## config.mk

```make
export PLATFORM = sky130hd
export DESIGN_NAME = train_sched_flat
export DESIGN_NICKNAME = d
export VERILOG_FILES = /design/src/rtl/train_sched_pkg.sv /design/src/rtl/train_sched_if.sv /design/src/rtl/train_sched_pass_step_ctr.sv /design/src/rtl/train_sched.sv /design/src/flat_wrapper.sv
export SDC_FILE = /design/constraint.sdc
export NUM_CORES = 1
export LEC_CHECK = 0
export CAP_MARGIN = 15
export CORE_MARGIN = 3
export CORE_UTILIZATION = 30
export DETAILED_ROUTE_END_ITERATION = 12
export HOLD_SLACK_MARGIN = 0.02
export PLACE_DENSITY = 0.6
export RECOVER_POWER = 25
export SLEW_MARGIN = 10
export SYNTH_ARGS = -nofsm -noshare
export SYNTH_HDL_FRONTEND = slang
export SYNTH_SLANG_ARGS = --single-unit
export TNS_END_PERCENT = 100
```

## constraint.sdc

```tcl
create_clock -name clk -period 3.84 [get_ports clk]
set_input_delay 0.96 -clock clk [delete_from_list [all_inputs] [get_ports clk]]
set_output_delay 0.96 -clock clk [all_outputs]
set_load 0.01 [all_outputs]
```

## src/rtl/train_sched_pkg.sv

```systemverilog
// Shared types and width helpers for the training-pass scheduler.
package train_sched_pkg;

  typedef enum logic [1:0] {
    S_IDLE,
    S_LAUNCH,
    S_RUN,
    S_DONE
  } sched_state_t;

  // Never returns 0, so degenerate sizes still give a legal 1-bit vector.
  function automatic int clog2_min1(input int v);
    return (v < 2) ? 1 : $clog2(v);
  endfunction

  function automatic int idx_w(input int n_samples);
    return clog2_min1(n_samples);
  endfunction

  function automatic int step_w(input int f_cycles, input int b_cycles);
    return clog2_min1((f_cycles > b_cycles) ? f_cycles : b_cycles);
  endfunction

  function automatic int ep_w(input int max_epochs);
    return clog2_min1(max_epochs + 1);
  endfunction

endpackage

```

## src/rtl/train_sched_if.sv

```systemverilog
// Handshake bundle between the training FSM side (master) and the scheduler (slave).
interface train_sched_if
  import train_sched_pkg::*;
#(
  parameter int N_SAMPLES  = 4,
  parameter int F_CYCLES   = 4,
  parameter int B_CYCLES   = 6,
  parameter int MAX_EPOCHS = 16
);
  localparam int IDX_W  = idx_w(N_SAMPLES);
  localparam int STEP_W = step_w(F_CYCLES, B_CYCLES);
  localparam int EP_W   = ep_w(MAX_EPOCHS);

  logic              en;
  logic              start;
  logic              f0_pass;
  logic              f1_pass;
  logic              b_pass;
  logic              loss_zero;
  logic              init;
  logic              f_end;
  logic              b_end;
  logic              zero_end_check;
  logic [STEP_W-1:0] step;
  logic [IDX_W-1:0]  sample_idx;
  logic [EP_W-1:0]   epoch;
  logic              busy;
  logic              done;
  logic              error;

  modport master (
    output en, start, f0_pass, f1_pass, b_pass, loss_zero,
    input  init, f_end, b_end, zero_end_check, step, sample_idx, epoch, busy, done, error
  );

  modport slave (
    input  en, start, f0_pass, f1_pass, b_pass, loss_zero,
    output init, f_end, b_end, zero_end_check, step, sample_idx, epoch, busy, done, error
  );

endinterface

```

## src/rtl/train_sched_pass_step_ctr.sv

```systemverilog
// Cycle counter within one forward/backward pass, with terminal-count flags for both pass kinds.
module train_sched_pass_step_ctr #(
  parameter int STEP_W = 3,
  parameter int F_LAST = 3,
  parameter int B_LAST = 5
) (
  input  logic              clk,
  input  logic              rst_n,
  input  logic              inc,
  input  logic              clr,
  output logic [STEP_W-1:0] count,
  output logic              at_f_last,
  output logic              at_b_last
);

  always_ff @(posedge clk or negedge rst_n) begin
    if (!rst_n) begin
      count <= '0;
    end else if (clr) begin
      count <= '0;
    end else if (inc) begin
      count <= count + 1'b1;
    end
  end

  assign at_f_last = (count == STEP_W'(F_LAST));
  assign at_b_last = (count == STEP_W'(B_LAST));

endmodule

```

## src/rtl/train_sched.sv

```systemverilog
// Training sequencer: launches the FSM with an init pulse, times each pass, walks samples/epochs
// and raises the terminate request on convergence or epoch limit.
module train_sched
  import train_sched_pkg::*;
#(
  parameter int N_SAMPLES  = 4,
  parameter int F_CYCLES   = 4,
  parameter int B_CYCLES   = 6,
  parameter int MAX_EPOCHS = 16
) (
  input logic          clk,
  input logic          rst_n,
  train_sched_if.slave bus
);

  localparam int IDX_W  = idx_w(N_SAMPLES);
  localparam int STEP_W = step_w(F_CYCLES, B_CYCLES);
  localparam int EP_W   = ep_w(MAX_EPOCHS);

  localparam logic [IDX_W-1:0] LAST_IDX = IDX_W'(N_SAMPLES - 1);
  localparam logic [EP_W-1:0]  EP_LIMIT = EP_W'(MAX_EPOCHS);

  sched_state_t      state;
  logic              init_q;
  logic              error_q;
  logic [IDX_W-1:0]  sample_idx;
  logic [IDX_W-1:0]  zcnt;
  logic [EP_W-1:0]   epoch;
  logic [STEP_W-1:0] step;

  logic fwd, multi, run, at_f_last, at_b_last;
  logic last_f, last_b, term, step_inc, step_clr;

  assign fwd   = bus.f0_pass | bus.f1_pass;
  assign multi = (bus.f0_pass & bus.f1_pass) | (fwd & bus.b_pass);
  assign run   = bus.en && (state == S_RUN);

  // A conflicting pass combination suppresses every pulse for that cycle.
  assign last_f = run && !multi && fwd && at_f_last;
  assign last_b = run && !multi && bus.b_pass && at_b_last;
  assign term   = last_f && bus.f1_pass &&
                  ((bus.loss_zero && (zcnt == LAST_IDX)) || (epoch == EP_LIMIT));

  assign step_clr = run && (multi || last_f || last_b);
  assign step_inc = run && !multi && (fwd || bus.b_pass);

  train_sched_pass_step_ctr #(
    .STEP_W (STEP_W),
    .F_LAST (F_CYCLES - 1),
    .B_LAST (B_CYCLES - 1)
  ) u_step_ctr (
    .clk       (clk),
    .rst_n     (rst_n),
    .inc       (step_inc),
    .clr       (step_clr),
    .count     (step),
    .at_f_last (at_f_last),
    .at_b_last (at_b_last)
  );

  // NOTE: state registers use non-blocking assignments so every branch sees pre-edge values.
  always_ff @(posedge clk or negedge rst_n) begin
    if (!rst_n) begin
      state      <= S_IDLE;
      init_q     <= 1'b0;
      error_q    <= 1'b0;
      sample_idx <= '0;
      zcnt       <= '0;
      epoch      <= '0;
    end else if (bus.en) begin
      init_q <= 1'b0;
      unique case (state)
        S_IDLE: begin
          if (bus.start) begin
            state  <= S_LAUNCH;
            init_q <= 1'b1;
          end
        end
        S_LAUNCH: state <= S_RUN;
        S_RUN: begin
          if (multi) error_q <= 1'b1;
          if (last_b) begin
            if (sample_idx == LAST_IDX) begin
              sample_idx <= '0;
              if (epoch != EP_LIMIT) epoch <= epoch + 1'b1;
            end else begin
              sample_idx <= sample_idx + 1'b1;
            end
          end
          if (last_f) begin
            if (!bus.loss_zero)        zcnt <= '0;
            else if (zcnt != LAST_IDX) zcnt <= zcnt + 1'b1;
          end
          if (term) state <= S_DONE;
        end
        S_DONE: ;
      endcase
    end
  end

  // init_q is held while disabled, so masking keeps the pulse to one enabled cycle.
  assign bus.init           = init_q & bus.en;
  assign bus.f_end          = last_f & ~term;
  assign bus.b_end          = last_b;
  assign bus.zero_end_check = term;
  assign bus.step           = step;
  assign bus.sample_idx     = sample_idx;
  assign bus.epoch          = epoch;
  assign bus.busy           = (state == S_LAUNCH) || (state == S_RUN);
  assign bus.done           = (state == S_DONE);
  assign bus.error          = error_q;

endmodule
```

## src/flat_wrapper.sv

```systemverilog
// flat-port wrapper written by rule: the top's interface ports become plain ports
module train_sched_flat import train_sched_pkg::*;
#(
  parameter int N_SAMPLES  = 4,
  parameter int F_CYCLES   = 4,
  parameter int B_CYCLES   = 6,
  parameter int MAX_EPOCHS = 16
)
  (clk, rst_n, bus_en, bus_start, bus_f0_pass, bus_f1_pass, bus_b_pass, bus_loss_zero, bus_init, bus_f_end, bus_b_end, bus_zero_end_check, bus_step, bus_sample_idx, bus_epoch, bus_busy, bus_done, bus_error);
  train_sched_if #(.N_SAMPLES(N_SAMPLES), .F_CYCLES(F_CYCLES), .B_CYCLES(B_CYCLES), .MAX_EPOCHS(MAX_EPOCHS)) bus_i ();
  input logic clk;
  input logic rst_n;
  input wire logic [$bits(bus_i.en)-1:0] bus_en;
  input wire logic [$bits(bus_i.start)-1:0] bus_start;
  input wire logic [$bits(bus_i.f0_pass)-1:0] bus_f0_pass;
  input wire logic [$bits(bus_i.f1_pass)-1:0] bus_f1_pass;
  input wire logic [$bits(bus_i.b_pass)-1:0] bus_b_pass;
  input wire logic [$bits(bus_i.loss_zero)-1:0] bus_loss_zero;
  output wire logic [$bits(bus_i.init)-1:0] bus_init;
  output wire logic [$bits(bus_i.f_end)-1:0] bus_f_end;
  output wire logic [$bits(bus_i.b_end)-1:0] bus_b_end;
  output wire logic [$bits(bus_i.zero_end_check)-1:0] bus_zero_end_check;
  output wire logic [$bits(bus_i.step)-1:0] bus_step;
  output wire logic [$bits(bus_i.sample_idx)-1:0] bus_sample_idx;
  output wire logic [$bits(bus_i.epoch)-1:0] bus_epoch;
  output wire logic [$bits(bus_i.busy)-1:0] bus_busy;
  output wire logic [$bits(bus_i.done)-1:0] bus_done;
  output wire logic [$bits(bus_i.error)-1:0] bus_error;
  assign bus_i.en = bus_en;
  assign bus_i.start = bus_start;
  assign bus_i.f0_pass = bus_f0_pass;
  assign bus_i.f1_pass = bus_f1_pass;
  assign bus_i.b_pass = bus_b_pass;
  assign bus_i.loss_zero = bus_loss_zero;
  assign bus_init = bus_i.init;
  assign bus_f_end = bus_i.f_end;
  assign bus_b_end = bus_i.b_end;
  assign bus_zero_end_check = bus_i.zero_end_check;
  assign bus_step = bus_i.step;
  assign bus_sample_idx = bus_i.sample_idx;
  assign bus_epoch = bus_i.epoch;
  assign bus_busy = bus_i.busy;
  assign bus_done = bus_i.done;
  assign bus_error = bus_i.error;
  train_sched #(.N_SAMPLES(N_SAMPLES), .F_CYCLES(F_CYCLES), .B_CYCLES(B_CYCLES), .MAX_EPOCHS(MAX_EPOCHS)) u_core (.clk(clk), .rst_n(rst_n), .bus(bus_i));
endmodule
```

==> metrics.md <==
| Metric | Value |
|---|---|
| DRT Wirelength | `1940 um` |
| Post-Layout Cell Count | `170` |
| First-pass DRT Iterations | `6` |
| Crit path largest cell delay | `0.60 ns` |
| # DRC | `0` |
| Hold_ws | `0.490 ns` |
| Inst Count DP | `166` |
| Finished Cell Area | `0.00132 sq mm` |
| Site Rows | `20` |
| Total number of vias | `763` |
| Post-Syn Area per Cell | `10.1 sq um` |
| Worst Path Required | `2.88 ns` |
| 1st-iter DRT viols | `23` |
| Most frequent cell after synthesis | `dfrtp_1` |
| Setup TNS | `0 ns` |
| DP Wirelength | `1590 um` |
| Yosys warnings | `0` |
| First-pass GRT wire length | `3610 um` |
| Hold Path Class | `flip-flop to flip-flop` |
| Outcome | `completed` |
| Post-synthesis adder-cell area fraction | `14.0%` |
| Yosys top cell by area | `dfrtp_1` |
| CP arrival | `2.72 ns` |
| GRT Total Usage | `11.3%` |
| Hold depth | `1` |
| Tcrit/Tclk final | `95.8%` |
| Worst path slowest cell | `clkdlybuf4s50_1` |
| CP endpoint kind | `primary output` |
| # resized after CTS | `0` |
| Post-synthesis mux area share | `4.47%` |
| Sequential cell area fraction in the yosys report | `40.9%` |
| Sink Count | `16` |
| Synth cell count leaders | `16 x dfrtp_1, 11 x ha_1, 11 x inv_1, 8 x nand2_1, 6 x xor2_1` |
| MaxCap Viol Count | `0` |
| Largest delay share family, worst path | `buffers and inverters` |
| Post-layout nets | `146` |
| Clock Tree Root | `clkbuf_4` |
| WP buf/inv | `2` |
| CP max FO | `7` |
| Crit path time final | `3.68 ns` |
| Largest net degree at the start of global routing | `17` |
| Area share of the largest cell type after synthesis | `40.9%` |
| I/O Pins | `25` |
| CP cell instances | `clkdlybuf4s50_1 > xor2_1 > nand2_1 > a21oi_1 > clkdlybuf4s50_1` |
| Final core utilization | `42.8%` |
| Total Power | `541 uW` |
| Chip Width | `63.1 um` |
| Peak supply drop | `0.000278 V` |
| # setup viols final | `0` |
| FFs w/ async S/R, synth | `100%` |
| GP Congestion | `0.788` |
| CTS tree | `yes` |
| CTS Hold Bufs | `0` |
| Initial Util | `31.8%` |
| Core ar. | `0.00308 sq mm` |
| Mapped Cells | `97` |
| Synth Area in XOR/XNOR | `6.26%` |
| Final hold vios | `0` |
| Mapped Area | `980 sq um` |
| Max Buffers Root-to-Sink | `2` |
| Chip height | `63.1 um` |
| Initial antenna violation count | `0` |
| Worst Tran Pin Value | `0.735 ns` |
| Dpl cell area | `0.00128 sq mm` |
| Share of layout cells above drive strength 1 | `11.1%` |
| Vias per Instance | `4.49` |
| CP most frequent cell | `clkdlybuf4s50_1` |
| Clk_lat worst skew | `0.28 ns` |
| CP Depth | `5` |
| Number of synthesized flops with an enable pin | `0` |
| Htree depth | `1` |
| Crit start category | `input pin` |
| Main synth FF type | `dfrtp_1` |
| Seq cells post-synth | `16` |
| Synth-to-Final Area Change | `34.5%` |
| Diode count | `0` |
| Port Buffers | `24` |
| DP Worst Slack | `0.190 ns` |
| Rel. slew slack | `50.9%` |
| CTS clk-pin slew, worst paths | `0.09 ns` |
| Fmax | `272 MHz` |
| Largest family of logic cells by synthesized area | `simple AND/OR/NAND/NOR gates` |
| Cell leakage power | `0.613 nW` |
| Post-synthesis compound-gate area fraction | `11.7%` |
| Die area | `0.00399 sq mm` |
| Reg2Reg Depth | `6` |
| Drt wl/cell | `11.4 um` |
| GR Overflow Total | `0` |
| Netlist cell types | `32` |
| Vias in the first global route | `797` |
| Final setup margin | `0.160 ns` |
| Pwr Density | `411 mW/mm^2` |
| Clock Skews | `0.000974 ns` |
| Antenna-violating nets left | `0` |
| Max-slew violations | `0` |
| Mapped Nets | `116` |
| Synth top area cells | `dfrtp_1 41%, ha_1 14%, xor2_1 5.4%` |
| Critical path class | `input pin to primary output` |
| Setup bufs post-CTS | `0` |
| RSZ-0062 raised after global routing | `no` |
| Synth Area in Simple Gates | `17.9%` |
| CTS Buf Count | `3` |
flip-flops by register name, indices dropped and copies added, names as in the netlist:
| name | count |
|---|---|
| u_core.bus.epoch | 5 |
| u_core.bus.error | 1 |
| u_core.bus.sample_idx | 2 |
| u_core.init_q | 1 |
| u_core.state | 2 |
| u_core.u_step_ctr.count | 3 |
| u_core.zcnt | 2 |
path summary, 6_finish.rpt:
check | startpoint | end | slack [ns]
worst max-delay path | bus_f0_pass | bus_f_end | 0.16
worst min-delay path | u_core.bus.epoch[4]$_DFFE_PN0P_ | u_core.bus.epoch[4]$_DFFE_PN0P_ | 0.49
worst max register to register | u_core.state[0]$_DFFE_PN0P_ | u_core.state[1]$_DFFE_PN0P_ | 1.93
worst min register to register | u_core.bus.epoch[4]$_DFFE_PN0P_ | u_core.bus.epoch[4]$_DFFE_PN0P_ | 0.49
max in group asynchronous | rst_n | u_core.bus.epoch[0]$_DFFE_PN0P_ | 2.20
min in group asynchronous | rst_n | u_core.init_q$_DFFE_PN0P_ | 1.18
where the power goes:
group	switching, mW	internal, mW	leakage [nW]
clock	0.0510	0.0576	0.0210
combinational	0.0958	0.113	0.391
sequential	0.0260	0.197	0.201
cells by family after synthesis:
family	after synthesis
mux	4
flops	16
xor+xnor	7
simple gates	31
buf+inv	12
compound gates	16
fa+ha+maj	11
metal layers:
metal / wire length (um) / global-route usage, % / vias to the layer above
met5: 0 / 0 / -
met4: 0 / 2.20 / 0
met3: 92 / 4.46 / 0
met2: 851 / 16.5 / 18
met1: 994 / 15.9 / 352
li1: - / - / 393
worst reg2reg max path, delay by kind of cell (launching register included):
family	cells	cell delay [ns]
DFF	1	0.41
adders and majority gates	1	0.27
muxes	1	0.34
buffers and inverters	1	0.11
and+or+nand+nor	1	0.29
AOI/OAI and AO/OA	2	0.38
layout make-up:
type / count / area (sq um)
clock buffer: 4 / 36.3
multi-input combinational: 69 / 533
fill: 312 / 1760
timing repair buffer: 26 / 251
inverter: 11 / 41.3
sequential: 16 / 400
tap: 44 / 55.1
cells in the final DEF (no fill, tap or decap), types with 2 or more instances in the layout:
master           count
dfrtp_1             16
or2_2                2
nor2_1               5
mux2_2               2
a21oi_1              4
a22o_1               2
and4bb_2             2
clkbuf_4             3
nand2_1              8
or2_1                2
xor2_1               6
inv_1               11
ha_1                11
and2_1               2
nand3_1              4
o21ai_0              3
clkdlybuf4s50_1     23
(Power assumes the default switching activity.)
